### config.mk
export PLATFORM = sky130hd
export DESIGN_NAME = aes_round_ctrl
export DESIGN_NICKNAME = d
export VERILOG_FILES = /design/src/rtl/aes_pkg.sv /design/src/rtl/add_round_key.sv /design/src/rtl/aes_round_ctrl.sv
export SDC_FILE = /design/constraint.sdc
export NUM_CORES = 1
export LEC_CHECK = 0
export CAP_MARGIN = 30
export CELL_PAD_IN_SITES_DETAIL_PLACEMENT = 1
export CELL_PAD_IN_SITES_GLOBAL_PLACEMENT = 2
export CORE_AREA = 2 2 251 253
export CTS_CLUSTER_SIZE = 20
export DETAILED_ROUTE_END_ITERATION = 16
export DIE_AREA = 0 0 253 255
export PLACE_DENSITY = 0.82
export SYNTH_ARGS = -nofsm -noshare
export SYNTH_HDL_FRONTEND = slang
export SYNTH_SLANG_ARGS = --single-unit
### constraint.sdc
create_clock -name clk -period 5 [get_ports clk]
set_input_delay 1 -clock clk [delete_from_list [all_inputs] [get_ports clk]]
set_output_delay 1 -clock clk [all_outputs]
set_load 0.01 [all_outputs]
### src/rtl/aes_pkg.sv
// Shared types and constants for the AES round controller.
// Block/round-key widths, round counts per key size, FSM state encoding.
package aes_pkg;

  localparam int AES_BLOCK_W  = 128;
  localparam int AES_RK_IDX_W = 4;

  localparam int AES_NR_128 = 10;
  localparam int AES_NR_192 = 12;
  localparam int AES_NR_256 = 14;

  typedef logic [AES_BLOCK_W-1:0]  aes_block_t;
  typedef logic [AES_RK_IDX_W-1:0] aes_rk_idx_t;

  typedef enum logic [2:0] {
    IDLE,
    KEY0,
    ROUND,
    FINAL,
    DONE
  } aes_state_e;

  // Handshake/control outputs of the controller, grouped as one word.
  typedef struct packed {
    logic        in_ready;
    logic        rk_req;
    aes_rk_idx_t rk_idx;
    logic        rf_final;
    logic        out_valid;
  } aes_ctrl_t;

  function automatic logic is_busy(input aes_state_e s);
    return (s == KEY0) || (s == ROUND) || (s == FINAL);
  endfunction

endpackage

### src/rtl/add_round_key.sv
// Bytewise XOR of a 128-bit state with a 128-bit round key.
// Purely combinational, no handshake.
module add_round_key
  import aes_pkg::*;
(
  input  logic [AES_BLOCK_W-1:0] state_in,
  input  logic [AES_BLOCK_W-1:0] key_in,
  output logic [AES_BLOCK_W-1:0] state_out
);

  for (genvar b = 0; b < AES_BLOCK_W / 8; b++) begin : g_byte
    assign state_out[b*8 +: 8] = state_in[b*8 +: 8] ^ key_in[b*8 +: 8];
  end

endmodule

### src/rtl/aes_round_ctrl.sv
// AES encryption round sequencer around an external round function and key schedule.
// Latency NR+2 cycles from accept to out_valid with rk_valid held high; each missing rk_valid adds one.
// Backpressure: stalls on rk_valid, holds result in DONE until out_ready; AES_PERF_CNT_EN adds perf_cycles.
module aes_round_ctrl
  import aes_pkg::*;
#(
  parameter int NR = AES_NR_128
) (
  input  logic                    clk,
  input  logic                    rst,
  input  logic                    in_valid,
  output logic                    in_ready,
  input  logic [AES_BLOCK_W-1:0]  in_data,
  output logic                    rk_req,
  output logic [AES_RK_IDX_W-1:0] rk_idx,
  input  logic                    rk_valid,
  input  logic [AES_BLOCK_W-1:0]  rk_data,
  output logic [AES_BLOCK_W-1:0]  rf_state,
  output logic                    rf_final,
  input  logic [AES_BLOCK_W-1:0]  rf_result,
  output logic                    out_valid,
  input  logic                    out_ready,
  output logic [AES_BLOCK_W-1:0]  out_data
`ifdef AES_PERF_CNT_EN
  ,
  output logic [31:0]             perf_cycles
`endif
);

  localparam aes_rk_idx_t NR_IDX = AES_RK_IDX_W'(NR);

  aes_state_e  state_q, state_d;
  aes_block_t  blk_q, blk_d;
  aes_rk_idx_t round_q, round_d;
  aes_ctrl_t   ctrl;

  aes_block_t  ark_state;
  aes_block_t  ark_out;
  logic        acc_vld;

  // KEY0 whitens the captured plaintext; every later round whitens the round-function output.
  assign ark_state = (state_q == KEY0) ? blk_q : rf_result;

  add_round_key u_ark (
    .state_in  (ark_state),
    .key_in    (rk_data),
    .state_out (ark_out)
  );

  always_comb begin
    state_d       = state_q;
    blk_d         = blk_q;
    round_d       = round_q;
    ctrl          = '0;
    acc_vld       = 1'b0;

    case (state_q)
      IDLE: begin
        ctrl.in_ready = 1'b1;
        if (in_valid) begin
          acc_vld = 1'b1;
          blk_d   = in_data;
          round_d = '0;
          state_d = KEY0;
        end
      end
      KEY0: begin
        ctrl.rk_req = 1'b1;
        ctrl.rk_idx = '0;
        if (rk_valid) begin
          blk_d   = ark_out;
          round_d = aes_rk_idx_t'(1);
          state_d = (NR_IDX == aes_rk_idx_t'(1)) ? FINAL : ROUND;
        end
      end
      ROUND: begin
        ctrl.rk_req = 1'b1;
        ctrl.rk_idx = round_q;
        if (rk_valid) begin
          blk_d   = ark_out;
          round_d = round_q + aes_rk_idx_t'(1);
          if (round_d == NR_IDX) begin
            state_d = FINAL;
          end
        end
      end
      FINAL: begin
        ctrl.rk_req   = 1'b1;
        ctrl.rk_idx   = NR_IDX;
        ctrl.rf_final = 1'b1;
        if (rk_valid) begin
          blk_d   = ark_out;
          state_d = DONE;
        end
      end
      DONE: begin
        ctrl.out_valid = 1'b1;
        if (out_ready) begin
          state_d = IDLE;
        end
      end
      default: begin
        state_d = IDLE;
      end
    endcase
  end

  always_ff @(posedge clk or posedge rst) begin
    if (rst) begin
      state_q <= IDLE;
      blk_q   <= '0;
      round_q <= '0;
    end else begin
      state_q <= state_d;
      blk_q   <= blk_d;
      round_q <= round_d;
    end
  end

  assign in_ready  = ctrl.in_ready;
  assign rk_req    = ctrl.rk_req;
  assign rk_idx    = ctrl.rk_idx;
  assign rf_final  = ctrl.rf_final;
  assign out_valid = ctrl.out_valid;
  assign rf_state  = blk_q;
  assign out_data  = blk_q;

`ifdef AES_PERF_CNT_EN
  logic [31:0] perf_q, perf_d;

  // Counts only cycles the block spends waiting on keys/rounds; idle and output wait are excluded.
  always_comb begin
    perf_d = perf_q;
    if (acc_vld) begin
      perf_d = '0;
    end else if (is_busy(state_q)) begin
      perf_d = perf_q + 32'd1;
    end
  end

  always_ff @(posedge clk or posedge rst) begin
    if (rst) begin
      perf_q <= '0;
    end else begin
      perf_q <= perf_d;
    end
  end

  assign perf_cycles = perf_q;
`endif

endmodule

==> out/qor.txt, run 1 <==
Mapped Nets -> 1551
TNS Setup -> 0 ns
Final Setup Violations -> 0
crit-path cells -> nand2b_1 -> nor2_1 -> and2_1 -> clkdlybuf4s50_1
WL per Instance -> 17.6 µm
worst-path fanout max -> 73
worst skew pair latency -> 0.46 ns
Post-synth EDFFs -> 0
Top Ports -> 653
fin worst setup slack -> 1.51 ns
highest clock rate -> 286 MHz
non-filler cells, final -> 2452
Synth Area in Simple Gates -> 6.07%
Period Utilization, post-route -> 69.9%
Placed Area -> 17200 µm²
share of the core filled with cells -> 28.6%
Slew @ Worst Pin -> 0.787 ns
PostCTS Resize Cnt -> 0
vias per std cell -> 4.17
endpoints failing hold -> 0
Clock Skew -> 0.00981 ns
WHS -> 0.566 ns
outcome -> completed
Die Y -> 255 µm
max-cap violations -> 0
CP top delay family -> flip-flops
crit end category -> output pin
largest stage delay on the critical path -> 0.75 ns
Async SR Flop Fraction -> 100%
Seq cells post-synth -> 135
Synth Cell Area -> 10800 µm²
core area -> 62200 µm²
max-slew violation count -> 0
Top FF cell, synth -> dfrtp_1
layout cells sized above 1 -> 10.4%
fillers -> 7133
YS warnings -> 0
CP Buf/Inv Count -> 1
DPL Wire Length -> 32.6 mm
biggest area consumer among synthesized cells -> dfrtp_1
fin nets -> 2031
remaining antenna violation count after routing -> 0
H-Tree Depth -> 4
die width -> 253 µm
Initial DRC Count -> 380
Synth top area share -> 31.4%
critical path arrival -> 2.49 ns
Synth area leaders -> dfrtp_1, xor2_1, mux2_2, buf_4, a22oi_1
Vias -> 10215
setup bufs post-CTS -> 0
initial antenna violation count -> 0
Initial Util -> 17.3%
final instance area -> 17800 µm²
crit path time final -> 3.49 ns
clk root buf -> clkbuf_16
Buffers on Ports -> 652
largest family of logic cells by synthesized area -> XOR/XNOR gates
startpoint types -> flop
Post-Synth Adder-Cell Area -> 0.232%
Static Leak -> 6.99 nW
sequential area share after synthesis -> 31.4%
clock tree buffer depth -> 2
Clock Sinks -> 135
unrepaired setup endpoints after global routing -> false
routed wire length -> 43.1 mm
total gr overflow -> 0
CTS tree -> built
Crit-path slowest cell -> dfrtp_4
Syn Inst Count -> 1160
Placed Cells -> 2419
vias in the first global route -> 11007
Placer Congestion -> 0.784
Hold Path Class -> reg2reg
TritonCTS Buffers -> 17
area grow syn2layout -> 65.1%
# DRC -> 0
unique cell type count in the Yosys netlist -> 34
Antenna Cells -> 0
pre-CTS setup slack -> 1.82 ns
synthesized-area fraction occupied by xor and xnor cells -> 21.0%
Clock transition at path regs -> 0.06 ns
Hold-fix buffers, CTS -> 0
post-synthesis compound-gate area fraction -> 15.7%
multiplexer share of the synthesized area -> 13.5%
Overall Power -> 10.5 mW
Req. time, crit path -> 4.00 ns
gr usage total -> 12.9%
maximum vdd drop -> 0.404 mV
first-pass GRT wire length -> 64.1 mm
Rel. slew slack -> 47.5%
row count -> 92
reg-to-reg setup timing slack -> 1.97 ns
Mean Syn Cell Area -> 9.28 µm²
P per Cell Area -> 589 nW/µm²
largest net degree at the start of global routing -> 130
Die Area -> 64500 µm²
Setup Crit Path Kind -> reg2out
Pre-Repair DR Iteration Count -> 4
[routing by layer]
metal	vias to the layer above	track usage, %	wire, µm
li1	4823	-	-
met1	4993	14.1	16700
met2	369	24.3	23300
met3	30	3.54	2540
met4	0	3.42	593
met5	-	0	0
[worst paths after layout]
check                                       start  cells after the start                       end
max                        state_q[2]$_DFFE_PP0P_                      4                 rk_idx[0]
max reg2reg                state_q[2]$_DFFE_PP0P_                      6  out_data[78]$_DFFE_PP0P_
min reg2reg                round_q[1]$_DFFE_PP0P_                      2    round_q[1]$_DFFE_PP0P_
min in group asynchronous                     rst                      2  out_data[62]$_DFFE_PP0P_
max in group asynchronous                     rst                      3  out_data[61]$_DFFE_PP0P_
min                        round_q[1]$_DFFE_PP0P_                      2    round_q[1]$_DFFE_PP0P_
[registers in the layout, summed over array words and instances (netlist names)]
register and count:
out_data 128, round_q 4, state_q 3
[power by group]
group | switching, mW | internal (mW)
clock network | 0.506 | 0.772
registers | 0.894 | 1.68
logic | 2.89 | 3.72
total | 4.29 | 6.17
[cells in the final DEF, fill, tap and decap left out, drive strengths merged, types with 3 or more instances in the layout]
master / instances
nand3: 3
nand2: 136
o21ai: 130
dfrtp: 135
clkbuf: 25
mux2: 128
nor2: 8
a21oi: 3
buf: 10
clkdlybuf4s50: 652
xor2: 257
nor2b: 3
clkinv: 3
inv: 5
a22oi: 128
[area by class of cell]
| type | count | area (µm²) | share of cell area [%] |
|---|---|---|---|
| Multi-Input combinational cell | 819 | 6110 | 34.4 |
| Inverter | 5 | 23.8 | 0.134 |
| Timing Repair Buffer | 662 | 6670 | 37.5 |
| Clock inverter | 7 | 93.8 | 0.528 |
| Sequential cell | 135 | 3390 | 19.1 |
| Clock buffer | 25 | 485 | 2.73 |
| Tap cell | 799 | 1000 | 5.63 |
[cells in the mapped netlist (all sizes together) (2+ instances only)]
cell	number
xor2	257
buf	172
nand2	136
dfrtp	135
o21ai	130
a22oi	128
mux2	128
clkbuf	29
nor2	8
inv	5
a21oi	3
nand3	3
nor2b	3
and2	2
ha	2
nand2b	2
nor3b	2
o22ai	2
o31ai	2
[cells by family after synthesis]
| kind of cell | count (synthesis) |
|---|---|
| and+or+nand+nor | 161 |
| muxes | 129 |
| DFF | 135 |
| xor gates and xnor gates | 258 |
| buffers and inverters | 206 |
| adders and majority gates | 2 |
| AOI/OAI and AO/OA | 269 |
[worst min-delay path, stage by stage, from the launching register on]
cell,delay (ns)
dfrtp_1,0.41
nand2_1,0.07
o31ai_1,0.06
(Power assumes the default switching activity.)
==> inputs of run 2 (changes only) <==
--- a/config.mk
+++ b/config.mk
@@ -8,10 +8,10 @@
 export CAP_MARGIN = 30
 export CELL_PAD_IN_SITES_DETAIL_PLACEMENT = 1
 export CELL_PAD_IN_SITES_GLOBAL_PLACEMENT = 2
-export CORE_AREA = 2 2 251 253
+export CORE_AREA = 2 2 256 258
 export CTS_CLUSTER_SIZE = 20
 export DETAILED_ROUTE_END_ITERATION = 16
-export DIE_AREA = 0 0 253 255
+export DIE_AREA = 0 0 258 260
 export PLACE_DENSITY = 0.82
 export SYNTH_ARGS = -nofsm -noshare
 export SYNTH_HDL_FRONTEND = slang
==> constraint.sdc (replaced) <==
create_clock -name clk -period 3.05 [get_ports clk]
set_input_delay 0.61 -clock clk [delete_from_list [all_inputs] [get_ports clk]]
set_output_delay 0.61 -clock clk [all_outputs]
set_load 0.01 [all_outputs]
==> run 2 against run 1 <==
Largest power group unchanged. Sequential cell count did not move. Critical path depth down 1. First-iteration DRC count fell by 10%. Largest cell class unchanged. Global-route usage is 0.22 points higher. Die area rose by 4.0%.
==> out/qor.txt, run 2 (same netlist as run 1, synthesis figures left out) <==
Setup Crit Path Kind -> reg2out
max-cap violations -> 0
TNS Setup -> 0 ns
worst-path fanout max -> 14
Placer Congestion -> 0.843
Multi-input gate area -> 6110 µm²
Static Leak -> 7.10 nW
Largest register FFs -> 128
total gr overflow -> 0
most frequent cells in the layout -> clkdlybuf4s50_1, xor2_1, nand2_1
gr busiest metal -> met2
Initial DRC Count -> 342
remaining antenna violation count after routing -> 0
routed wire length -> 45.2 mm
Top Ports -> 653
Period Utilization, post-route -> 91.3%
clock tree buffer depth -> 2
crit path time final -> 2.78 ns
Slew @ Worst Pin -> 0.815 ns
maximum vdd drop -> 0.551 mV
Initial Util -> 16.8%
TritonCTS Buffers -> 17
die width -> 258 µm
initial antenna violation count -> 2
Clock transition at path regs -> 0.07 ns
setup bufs post-CTS -> 0
vias per std cell -> 4.08
layout cells sized above 1 -> 11.4%
H-Tree Depth -> 4
endpoints failing hold -> 0
unrepaired setup endpoints after global routing -> false
highest clock rate -> 359 MHz
Clock Skew -> 0.0215 ns
register area -> 3390 µm²
gr usage total -> 13.1%
Pre-Repair DR Iteration Count -> 4
Placed Cells -> 2488
Die Area -> 67100 µm²
core area -> 64100 µm²
WL per Instance -> 17.9 µm
Buffers on Ports -> 652
outcome -> completed
met3 Resource Use GR -> 3.64%
vias in the first global route -> 11356
largest net degree at the start of global routing -> 130
Req. time, crit path -> 2.44 ns
row count -> 93
Hold-fix buffers, CTS -> 0
Rel. slew slack -> 45.7%
area grow syn2layout -> 67.8%
clk root buf -> clkbuf_16
crit end category -> output pin
Final Setup Violations -> 0
PostCTS Resize Cnt -> 0
worst skew pair latency -> 0.48 ns
Clock Sinks -> 135
M1 GR Usage -> 14.0%
Hold Path Class -> reg2reg
first-pass GRT wire length -> 67.8 mm
most common cell after layout, fill and taps aside -> clkdlybuf4s50_1
non-filler cells, final -> 2521
# DRC -> 0
fillers -> 7267
P per Cell Area -> 977 nW/µm²
max-slew violation count -> 0
critical path arrival -> 2.17 ns
fin nets -> 2043
Vias -> 10290
CTS tree -> built
startpoint types -> flop
GR Util met2 -> 24.3%
Die Y -> 260 µm
DPL Wire Length -> 33.6 mm
run 2: cell count changes in the layout (fill, tap and decap cells not counted), moves of 2 or more:
cell	change
buf_12	+4
clkinv_4	+2
clkbuf_8	+2
clkbuf_1	-5
buf_4	+8
bufinv_16	+2
run 2: worst max-delay path, stage by stage (launching register included):
cell             delay [ns]
dfrtp_1                0.70
inv_1                  0.15
nor2_1                 0.24
clkdlybuf4s50_1        0.62
run 2: cell type report:
class	count	share of cell area, %
clock inverters	10	0.921
clock buffers	22	2.74
multi-input cells	819	33.8
repair buffers	674	37.7
inverters	5	0.125
diodes	1	0.0139
well taps	855	5.92
flip-flops and latches	135	18.7
run 2: report_power, final:
| group | switching (mW) | total, mW | internal (mW) |
|---|---|---|---|
| Combinational | 4.95 | 11.1 | 6.20 |
| Sequential | 1.38 | 4.13 | 2.76 |
| Clock | 0.885 | 2.36 | 1.48 |
| Total | 7.22 | 17.6 | 10.4 |
run 2: final timing paths:
| check | start | endpoint | slack, ns | cells past startpoint |
|---|---|---|---|---|
| hold reg to reg | out_data[98]$_DFFE_PP0P_ | out_data[98]$_DFFE_PP0P_ | 0.58 | 1 |
| max in group asynchronous | rst | state_q[2]$_DFFE_PP0P_ | 1.80 | 3 |
| setup reg to reg | state_q[0]$_DFFE_PP0P_ | out_data[54]$_DFFE_PP0P_ | 0.78 | 5 |
| setup / recovery | state_q[0]$_DFFE_PP0P_ | rf_final | 0.27 | 3 |
| min in group asynchronous | rst | out_data[50]$_DFFE_PP0P_ | 0.59 | 2 |
| hold / removal | out_data[98]$_DFFE_PP0P_ | out_data[98]$_DFFE_PP0P_ | 0.58 | 1 |
run 2: routing by layer:
metal	up-vias	part of all wire, %
met5	-	0.042
met4	2	2.5
met3	47	6.1
met2	369	53
met1	5016	38
li1	4856	-
run 2: metrics by stage:
stage          worst slack, ns  instance area [µm²]  power, mW  utilization (%)  hold WS (ns)
5_1_grt                  0.109                18100       18.9             28.2         0.588
3_3_place_gp             0.408                17400       15.1             27.1         0.552
2_1_floorplan            0.761                10800       10.6                -         0.517
6_report                 0.265                18100       17.6             28.2         0.585
3_5_place_dp             0.365                17400       15.5             27.1         0.573
4_1_cts                  0.143                18100       18.0             28.2         0.566
